==> src/rtl/obuf_share_pkg.sv <==
// -----------------------------------------------------------------------------
// obuf_share_pkg
// Shared types and helpers for the output-pin sharing arbiter.
//   arb_state_e : arbiter FSM states (IDLE / OWN / GAP)
//   rr_pick_t   : result of a round-robin pick (index + one-hot vector)
//   rr_pick()   : first requester at or after a pointer, wrapping at num_req
// Vectors are sized for the largest supported requester count (8); callers
// zero-extend narrower request vectors.
// -----------------------------------------------------------------------------
package obuf_share_pkg;

  localparam int unsigned MAX_REQ = 8;
  localparam int unsigned IDX_W   = 3;
  localparam int unsigned CNT_W   = IDX_W + 1;

  typedef enum logic [1:0] {
    ST_IDLE = 2'd0,
    ST_OWN  = 2'd1,
    ST_GAP  = 2'd2
  } arb_state_e;

  typedef struct packed {
    logic [IDX_W-1:0]   idx;
    logic [MAX_REQ-1:0] onehot;
  } rr_pick_t;

  // Cyclic priority search starting at ptr. An all-zero onehot means no
  // requester is active. ptr must be below num_req, so ptr+i stays below
  // 2*num_req and a single conditional subtract performs the wrap.
  function automatic rr_pick_t rr_pick(input logic [MAX_REQ-1:0] req,
                                       input logic [IDX_W-1:0]   ptr,
                                       input logic [CNT_W-1:0]   num_req);
    rr_pick_t         res;
    logic [CNT_W-1:0] cand;
    res = '0;
    for (int i = 0; i < MAX_REQ; i++) begin
      cand = {1'b0, ptr} + CNT_W'(i);
      if (cand >= num_req) begin
        cand = cand - num_req;
      end else begin
        cand = cand;
      end
      if ((res.onehot == '0) && (CNT_W'(i) < num_req) && req[cand[IDX_W-1:0]]) begin
        res.idx                      = cand[IDX_W-1:0];
        res.onehot[cand[IDX_W-1:0]] = 1'b1;
      end else begin
        res = res;
      end
    end
    return res;
  endfunction

endpackage

==> src/rtl/obuf_pwm_gate.sv <==
// -----------------------------------------------------------------------------
// obuf_pwm_gate
// Free-running PWM counter plus brightness compare, reusable by any pin bank.
//   clk_i    : system clock
//   rst_i    : synchronous active-high reset (counter to 0)
//   duty_i   : brightness, 0 = always off, all-ones = always on
//   pwm_on_o : high while the current PWM slot is "on"
// -----------------------------------------------------------------------------
module obuf_pwm_gate #(
  parameter int unsigned PWM_BITS = 8
) (
  input  logic                clk_i,
  input  logic                rst_i,
  input  logic [PWM_BITS-1:0] duty_i,
  output logic                pwm_on_o
);

  logic [PWM_BITS-1:0] pwm_cnt_q;
  logic [PWM_BITS-1:0] pwm_cnt_d;

  // Counter wraps naturally from all-ones to zero.
  always_comb begin
    pwm_cnt_d = pwm_cnt_q + PWM_BITS'(1);
  end

  // Counter register.
  always_ff @(posedge clk_i) begin
    if (rst_i) begin
      pwm_cnt_q <= '0;
    end else begin
      pwm_cnt_q <= pwm_cnt_d;
    end
  end

  // All-ones duty must be fully on; the plain compare alone would leave one
  // dark slot per period when the counter equals all-ones.
  assign pwm_on_o = (&duty_i) | (pwm_cnt_q < duty_i);

endmodule

==> src/rtl/obuf_share_arbiter.sv <==
// -----------------------------------------------------------------------------
// obuf_share_arbiter
// Shares one bank of board output pins between NUM_REQ requesters with
// round-robin ownership, a minimum-tenure preemption timer, an all-low guard
// gap between owners, and a global PWM brightness gate.
//   clk_i  : system clock
//   rst_i  : synchronous active-high reset
//   req_i  : level request per requester
//   data_i : pin values, requester k at [k*PIN_W +: PIN_W]
//   duty_i : PWM brightness
//   gnt_o  : registered one-hot grant
//   pin_o  : registered pin values to the OBUF inputs
//   busy_o : registered, high whenever the FSM is not IDLE
// -----------------------------------------------------------------------------
module obuf_share_arbiter
  import obuf_share_pkg::*;
#(
  parameter int unsigned NUM_REQ     = 4,
  parameter int unsigned PIN_W       = 4,
  parameter int unsigned HOLD_CYCLES = 1024,
  parameter int unsigned GAP_CYCLES  = 2,
  parameter int unsigned PWM_BITS    = 8
) (
  input  logic                     clk_i,
  input  logic                     rst_i,
  input  logic [NUM_REQ-1:0]       req_i,
  input  logic [NUM_REQ*PIN_W-1:0] data_i,
  input  logic [PWM_BITS-1:0]      duty_i,
  output logic [NUM_REQ-1:0]       gnt_o,
  output logic [PIN_W-1:0]         pin_o,
  output logic                     busy_o
);

  localparam int unsigned       HOLD_W   = $clog2(HOLD_CYCLES);
  localparam int unsigned       GAP_W    = $clog2(GAP_CYCLES + 1);
  localparam logic [HOLD_W-1:0] HOLD_MAX = HOLD_W'(HOLD_CYCLES - 1);
  localparam logic [GAP_W-1:0]  GAP_LAST = GAP_W'(GAP_CYCLES - 1);
  localparam logic [IDX_W-1:0]  LAST_IDX = IDX_W'(NUM_REQ - 1);

  arb_state_e          state_q, state_d;
  logic [NUM_REQ-1:0]  gnt_q, gnt_d;
  logic [PIN_W-1:0]    pin_q, pin_d;
  logic                busy_q, busy_d;
  logic [IDX_W-1:0]    rr_ptr_q, rr_ptr_d;
  logic [IDX_W-1:0]    owner_q, owner_d;
  logic [HOLD_W-1:0]   hold_cnt_q, hold_cnt_d;
  logic [GAP_W-1:0]    gap_cnt_q, gap_cnt_d;

  logic                pwm_on_s;
  logic [MAX_REQ-1:0]  req_pad_s;
  rr_pick_t            pick_s;
  logic                pick_any_s;
  logic [PIN_W-1:0]    owner_data_s;
  logic                owner_req_s;
  logic                others_req_s;

  obuf_pwm_gate #(
    .PWM_BITS (PWM_BITS)
  ) u_pwm_gate (
    .clk_i    (clk_i),
    .rst_i    (rst_i),
    .duty_i   (duty_i),
    .pwm_on_o (pwm_on_s)
  );

  // Request decode: padded vector, round-robin candidate, owner data/req.
  always_comb begin
    req_pad_s                 = '0;
    req_pad_s[NUM_REQ-1:0]    = req_i;
    pick_s                    = rr_pick(req_pad_s, rr_ptr_q, CNT_W'(NUM_REQ));
    pick_any_s                = |pick_s.onehot;
    owner_req_s               = req_pad_s[owner_q];
    // gnt_q is the owner's one-hot while in OWN, so this masks out the owner.
    others_req_s              = |(req_i & ~gnt_q);
    owner_data_s              = '0;
    for (int k = 0; k < NUM_REQ; k++) begin
      owner_data_s = (owner_q == IDX_W'(k)) ? data_i[k*PIN_W +: PIN_W] : owner_data_s;
    end
  end

  // Arbiter next-state and output logic.
  always_comb begin
    state_d    = state_q;
    gnt_d      = gnt_q;
    pin_d      = '0;
    rr_ptr_d   = rr_ptr_q;
    owner_d    = owner_q;
    hold_cnt_d = hold_cnt_q;
    gap_cnt_d  = gap_cnt_q;
    case (state_q)
      ST_IDLE: begin
        if (pick_any_s) begin
          state_d    = ST_OWN;
          gnt_d      = pick_s.onehot[NUM_REQ-1:0];
          owner_d    = pick_s.idx;
          hold_cnt_d = '0;
        end else begin
          gnt_d = '0;
        end
      end
      ST_OWN: begin
        // Release and preempt collapse into one exit path.
        if (!owner_req_s || ((hold_cnt_q == HOLD_MAX) && others_req_s)) begin
          state_d    = ST_GAP;
          gnt_d      = '0;
          rr_ptr_d   = (owner_q == LAST_IDX) ? IDX_W'(0) : (owner_q + IDX_W'(1));
          hold_cnt_d = '0;
          gap_cnt_d  = '0;
        end else begin
          pin_d      = owner_data_s & {PIN_W{pwm_on_s}};
          hold_cnt_d = (hold_cnt_q == HOLD_MAX) ? hold_cnt_q : (hold_cnt_q + HOLD_W'(1));
        end
      end
      ST_GAP: begin
        if (gap_cnt_q == GAP_LAST) begin
          gap_cnt_d = '0;
          if (pick_any_s) begin
            state_d    = ST_OWN;
            gnt_d      = pick_s.onehot[NUM_REQ-1:0];
            owner_d    = pick_s.idx;
            hold_cnt_d = '0;
          end else begin
            state_d = ST_IDLE;
          end
        end else begin
          gap_cnt_d = gap_cnt_q + GAP_W'(1);
        end
      end
      default: begin
        state_d = ST_IDLE;
        gnt_d   = '0;
      end
    endcase
    busy_d = (state_d != ST_IDLE);
  end

  // State and output registers.
  always_ff @(posedge clk_i) begin
    if (rst_i) begin
      state_q    <= ST_IDLE;
      gnt_q      <= '0;
      pin_q      <= '0;
      busy_q     <= 1'b0;
      rr_ptr_q   <= '0;
      owner_q    <= '0;
      hold_cnt_q <= '0;
      gap_cnt_q  <= '0;
    end else begin
      state_q    <= state_d;
      gnt_q      <= gnt_d;
      pin_q      <= pin_d;
      busy_q     <= busy_d;
      rr_ptr_q   <= rr_ptr_d;
      owner_q    <= owner_d;
      hold_cnt_q <= hold_cnt_d;
      gap_cnt_q  <= gap_cnt_d;
    end
  end

  assign gnt_o  = gnt_q;
  assign pin_o  = pin_q;
  assign busy_o = busy_q;

endmodule

==> config.mk <==
export PLATFORM = sky130hd
export DESIGN_NAME = obuf_share_arbiter
export DESIGN_NICKNAME = d
export VERILOG_FILES = /design/src/rtl/obuf_share_pkg.sv /design/src/rtl/obuf_pwm_gate.sv /design/src/rtl/obuf_share_arbiter.sv
export SDC_FILE = /design/constraint.sdc
export NUM_CORES = 1
export LEC_CHECK = 0
export ABC_AREA = 1
export BUFFER_PORTS_ARGS = -buffer_cell sky130_fd_sc_hd__buf_2
export CORE_UTILIZATION = 35
export DETAILED_ROUTE_END_ITERATION = 10
export GPL_ROUTABILITY_DRIVEN = 1
export PLACE_DENSITY_LB_ADDON = 0.08
export RECOVER_POWER = 50
export SYNTH_ARGS = -nofsm -noshare
export SYNTH_HDL_FRONTEND = slang
export SYNTH_SLANG_ARGS = --single-unit
==> constraint.sdc <==
create_clock -name clk_i -period 6.97 [get_ports clk_i]
set_clock_uncertainty 0.15 [all_clocks]
set_input_delay 1.7425 -clock clk_i [delete_from_list [all_inputs] [get_ports clk_i]]
set_output_delay 1.7425 -clock clk_i [all_outputs]
set_load 0.01 [all_outputs]
== Word-level counts from Yosys, hierarchy flattened ==
Cells that the tools add are included.

* Add/sub/neg operators: 11
* $lt $le $gt $ge: 14
* Equality and inequality tests: 11
* Mux-type cells: 52
* Bitwise gates (word level): 8
* Reductions and logical operators: 28

{| class="wikitable"
|+ Operators with widths
! cell !! count
|-
| $mux W11 || 4
|-
| $mux W10 || 4
|-
| $mux W4 || 8
|-
| $pmux W10 S3 || 1
|-
| $logic_not A8 Y1 || 3
|-
| $or A8 B8 Y8 || 3
|-
| $mux W3 || 7
|-
| $lt A3 B4 Y1 const B || 5
|-
| $bmux W1 S3 || 5
|-
| $demux W1 S3 || 4
|-
| $ge A3 B1 Y1 const B || 4
|-
| $ge A4 B3 Y1 const B || 3
|-
| $pmux W4 S3 || 1
|-
| $sub A3 B3 Y3 const B || 4
|-
| $add A10 B1 Y10 const B || 1
|-
| $eq A10 B10 Y1 const B || 1
|-
| $mux W1 || 10
|-
| $mux W2 || 5
|-
| $add A3 B2 Y4 const B || 2
|-
| $add A8 B1 Y8 const B || 1
|-
| $and A4 B4 Y4 || 2
|-
| $logic_and A1 B1 Y1 || 8
|-
| $lt A8 B8 Y1 || 1
|-
| $reduce_and A8 Y1 || 1
|-
| 27 further kinds || 36
|}

* Flip-flop bits (word level): 37
* Input bits: 30
* Output and inout bits: 9
* Logic and storage cells: 133

== Logic depth before layout (Yosys ltp) ==
* Depth after elaboration: 21
* Mapped depth: 21
* Mapped depth without buffers: 21

== Modules after synthesis ==
Synthesis repeated with hierarchy kept, for this count alone.

* Cells, all modules: 398
* Area, all modules: 2741.4 sq um

{| class="wikitable"
|+ By module, submodules not included
! module !! times used !! cells each !! area an instance (sq um)
|-
| obuf_share_arbiter || 1 || 319 || 2199.6
|-
| obuf_pwm_gate || 1 || 79 || 541.8
|}

== Worst setup path before layout ==
No wires, ideal clock.

* Path type: input to register
* Start: input port req_i[2]
* End: register hold_cnt_q[1]
* Arrival: 3.438 ns
* Data required time: 6.705 ns
* Slack: 3.267 ns
* Stages on the path: 17
* Path buffers: 1
* Cells stage by stage: nand2_1 nand3_1 nand2_4 nand2_2 o21bai_2 nor2_4 nand3_4 o21bai_2 nor2_2 nand2_2 o21bai_4 nor2_4 nand3_4 nand3_4 buf_12 nand3_1 o21ai_2

* Word-level cells in the longest chain between the ends: 16
* Elaborated cells between the ends (all ways): 35
* Classes of those cells: 1 x eq/ne; 18 x mux; 4 x bitwise; 12 x reduce/logical

{| class="wikitable"
|+ RTL lines
! what !! RTL line !! source
|-
| from (decl) || obuf_share_arbiter.sv:26 || <nowiki>input logic [NUM_REQ-1:0] req_i,</nowiki>
|-
| $bmux W1 S3 || obuf_share_pkg.sv:43 || <nowiki>if ((res.onehot == '0) && (CNT_W'(i) < num_req) && req[cand[IDX_W-1:0]]) begin</nowiki>
|-
| $mux W1 (implied by the code) || obuf_share_pkg.sv:43 ||
|-
| $mux W11 || obuf_share_pkg.sv:43 ||
|-
| $logic_not A8 Y1 || obuf_share_pkg.sv:43 ||
|-
| $logic_and A1 B1 Y1 || obuf_share_pkg.sv:43 ||
|-
| $mux W11 || obuf_share_pkg.sv:43 ||
|-
| $logic_not A8 Y1 || obuf_share_pkg.sv:43 ||
|-
| $logic_and A1 B1 Y1 || obuf_share_pkg.sv:43 ||
|-
| $mux W11 || obuf_share_pkg.sv:43 ||
|-
| $logic_not A8 Y1 || obuf_share_pkg.sv:43 ||
|-
| $logic_and A1 B1 Y1 || obuf_share_pkg.sv:43 ||
|-
| $mux W11 || obuf_share_pkg.sv:43 ||
|-
| $reduce_or A8 Y1 || obuf_share_arbiter.sv:71 || <nowiki>pick_any_s = |pick_s.onehot;</nowiki>
|-
| $mux W10 (2 in series) || - ||
|-
| $pmux W10 S3 || obuf_share_arbiter.sv:90 || <nowiki>case (state_q)</nowiki>
|-
| to (signal assigned) || obuf_share_arbiter.sv:155 || <nowiki>hold_cnt_q <= hold_cnt_d;</nowiki>
|-
| to (decl) || obuf_share_arbiter.sv:46 || <nowiki>logic [HOLD_W-1:0] hold_cnt_q, hold_cnt_d;</nowiki>
|}

Parallel ways exist; a longest one is shown, timed or not. The select of a mux whose other input is x is not followed.
A chain may end at the register's enable or synchronous reset.

== Worst setup path in the final report ==
* Start: input port req_i[1]
* End: register hold_cnt_q[9]

The elaborated chain is that of the path after synthesis.

==> flow_summary.toml <==
[floorplanning]
fp.dieArea_mm2 = 0.008106
core_mm2 = 0.007370
ios = 39
rows = 31
die_h_um = 90.04
initial_core_util_pct = 36.81
die_x_um = 90.04

[yosys]
netlist_area_mm2 = 0.002713
seq_area_frac_synth_pct = 27.31
netlist-cell-type-count = 43
yosysMostFrequentCell = "nand2_1"
netlist_instances = 388
netlist.area_leader.share_pct = 27.31
yosysWarningCount = 0
synth_flop_cell = "dfxtp_1"
async_reset_ff_share_pct = 0
synth-edff-count = 0
synth_seq_cells = 37
synth_area_leaders = "dfxtp_1 27%, nand2_1 9.4%, inv_1 8.0%"
avgSynthCellArea_um2 = 6.991
synth_common_cells = "68 x nand2_1, 58 x inv_1, 42 x nor2_1, 37 x dfxtp_1, 31 x nand3_1"
synth.net_count = 434
synth_area_leader_cell = "dfxtp_1"

[critical_path]
critPathMaxFanout = 12
startpoint = "req_i[1]"
cp.required_ns = 7.00
timing.rr.end = "hold_cnt_q[8]"
path_cells = "clkbuf_1, nand2_1, nand3_2, nand2_4, nand2_2, o22ai_2, nor2_4, nand3_4, o21bai_2, nor2_2, nand3_1, nand2_2, nor2_4, nand3_4, nand3_4, nand2_1, nand2_1, nor2_1"
endpoint_kind = "register"
crit_end = "hold_cnt_q[9]"
crit_family = "simple AND/OR/NAND/NOR gates"
cp_data_arrival_time_ns = 3.92
rrSetupSlack_ns = 3.53
reg2reg_from = "rr_ptr_q[0]"
cpPeakStageDelay_ns = 0.22
criticalPathCategory = "in -> reg"
path_depth = 18
reg2reg_depth = 18
path_buf_inv = 1
crit_path_top_delay_cell = "clkbuf_1"
crit_path_start_kind = "primary input"

[hold_path]
worstHoldPathCells = 2
worstHoldStart = "gap_cnt_q[1]"
hp-class = "reg -> reg"

[finish]
drive_gt1_share_pct = 19.91
insertedDiodeCount = 0
seq_area_um2 = 740.7
syn_to_final_growth_pct = 12.18
fin_nets = 472
multiInputGateArea_mm2 = 0.001685
fillers = 788

[drt]
firstDrtPassIters = 5
vias = 2594
drcViolationCount = 0
wire_per_inst_um = 12.06
drt_iter0_drc = 126
final_antenna_net_count = 0
vias_per_cell = 4.932
drt_wl_total_um = 6342

[sta]
hold_viol = 0
slew-limit-headroom_pct = 12.68
finalCriticalPeriod_ns = 3.892
finalSetupViolations = 0
rsz0062_at_grt = "false"
tns_ns = 0
post-route-period-util_pct = 55.83
setup_slack_ns = 3.078
max_freq_ghz = 0.2570
tightest_slew_ns = 1.310
drv_slew = 0

[placed_design]
place_congestion = 0.8297
pre_cts_slack_ns = 2.870
dp_hpwl_um = 4939
port_buffers = 38

[pwr]
p_per_area_mw_per_mm2 = 336.9
leakage_nw = 1.302
vdd_drop_max_uv = 143.8

[clocking]
clkLatencyLatePin_ns = 0.29
cts_setup_buffers = 0
postCtsHoldBufs = 0
cts_sinks = 37
clkTransAtPathRegs_ns = 0.08
cts_tree = "done"
cts_resized = 0
cts_buffer_depth = 2
cts-root-buf = "clkbuf_8"
cts_inserted_buffers = 5
htreeDepth = 2

[grt]
grt_max_degree = 24
grt_pass1_vias = 2376
grt_first_pass_wirelength_um = 11020
grt_overflow = 0
antenna_found_initial = 0
track_usage_pct = 16.27

[flow_run]
max_cap_violations = 0

[run_status]
outcome = "finished, final reports clean"
## tightest hold or removal path: stages (launching register included)
cell	delay, ns
dfxtp_1	0.32
nand2_1	0.06
a21oi_1	0.04
## layout by cell type (no fill, tap or decap), types with 11 or more instances in the layout
master,netlist,final
nand2_1,68,68
inv_1,58,58
nor2_1,42,42
dfxtp_1,37,37
nand3_1,31,31
buf_2,0,27
a21oi_1,23,23
nand2_2,17,17
ha_1,16,16
nand4_1,11,11
clkbuf_1,1,11
## power breakdown
group	switching (mW)	leakage (nW)	internal, mW
combinational	0.391	0.965	0.199
clock	0.0807	0.0364	0.0701
sequential	0.0393	0.301	0.245
## cells by family (layout without fill, tap and decap cells)
group | count (synthesis) | after routing | synth area share (%)
AO/OA/AOI/OAI | 63 | 63 | 16.33
adder cells (fa/ha/maj) | 16 | 16 | 7.380
AND/OR/NAND/NOR | 202 | 202 | 37.45
buffers and inverters | 67 | 106 | 10.56
flip-flops | 37 | 37 | 27.31
XOR/XNOR | 3 | 3 | 0.9688
## registers in the layout, summed over array words and instances, names as in the netlist
register	count
u_pwm_gate.pwm_cnt_q	8
gnt_o	4
state_q	2
hold_cnt_q	10
owner_q	3
gap_cnt_q	2
pin_o	4
rr_ptr_q	3
busy_o	1
## per-stage QoR
stage | hold WS [ns] | util [%] | cell area [um2] | power, mW | std cells
after global routing | 0.3297 | 41.29 | 3043 | 1.124 | 526
final | 0.3115 | 41.29 | 3043 | 1.025 | 526
after global placement | 0.2832 | 40.24 | 2965 | 0.8815 | 518
after detailed placement | 0.2885 | 40.24 | 2965 | 0.8785 | 518
after floorplan | 0.2718 | - | 2713 | 0.7862 | 388
after CTS | 0.3060 | 41.48 | 3057 | 1.034 | 526
## metal layers
layer	global-route usage [%]	up-vias	wire length (um)
met4	3.226	0	62
met2	26.78	73	2785
met1	22.27	1152	3105
li1	-	1359	-
met3	2.792	10	389
met5	0	-	0
## area by class of cell
type | instances | share of cell area, %
Clock buffer | 5 | 2.262
Clock inverter | 3 | 0.7401
Inverter | 60 | 7.401
Multi-Input combinational cell | 284 | 55.39
Sequential cell | 37 | 24.34
Tap cell | 99 | 4.071
Timing Repair Buffer | 38 | 5.798
## worst min-delay path by stage
stage	endpoint	slack (ns)
final	gap_cnt_q[1]	0.31
after global routing	gap_cnt_q[1]	0.33
after CTS	gap_cnt_q[1]	0.31
after detailed placement	gap_cnt_q[1]	0.29
after global placement	gap_cnt_q[1]	0.28
after floorplan	gap_cnt_q[1]	0.27
No activity file was read; power rests on OpenSTA's default activity.
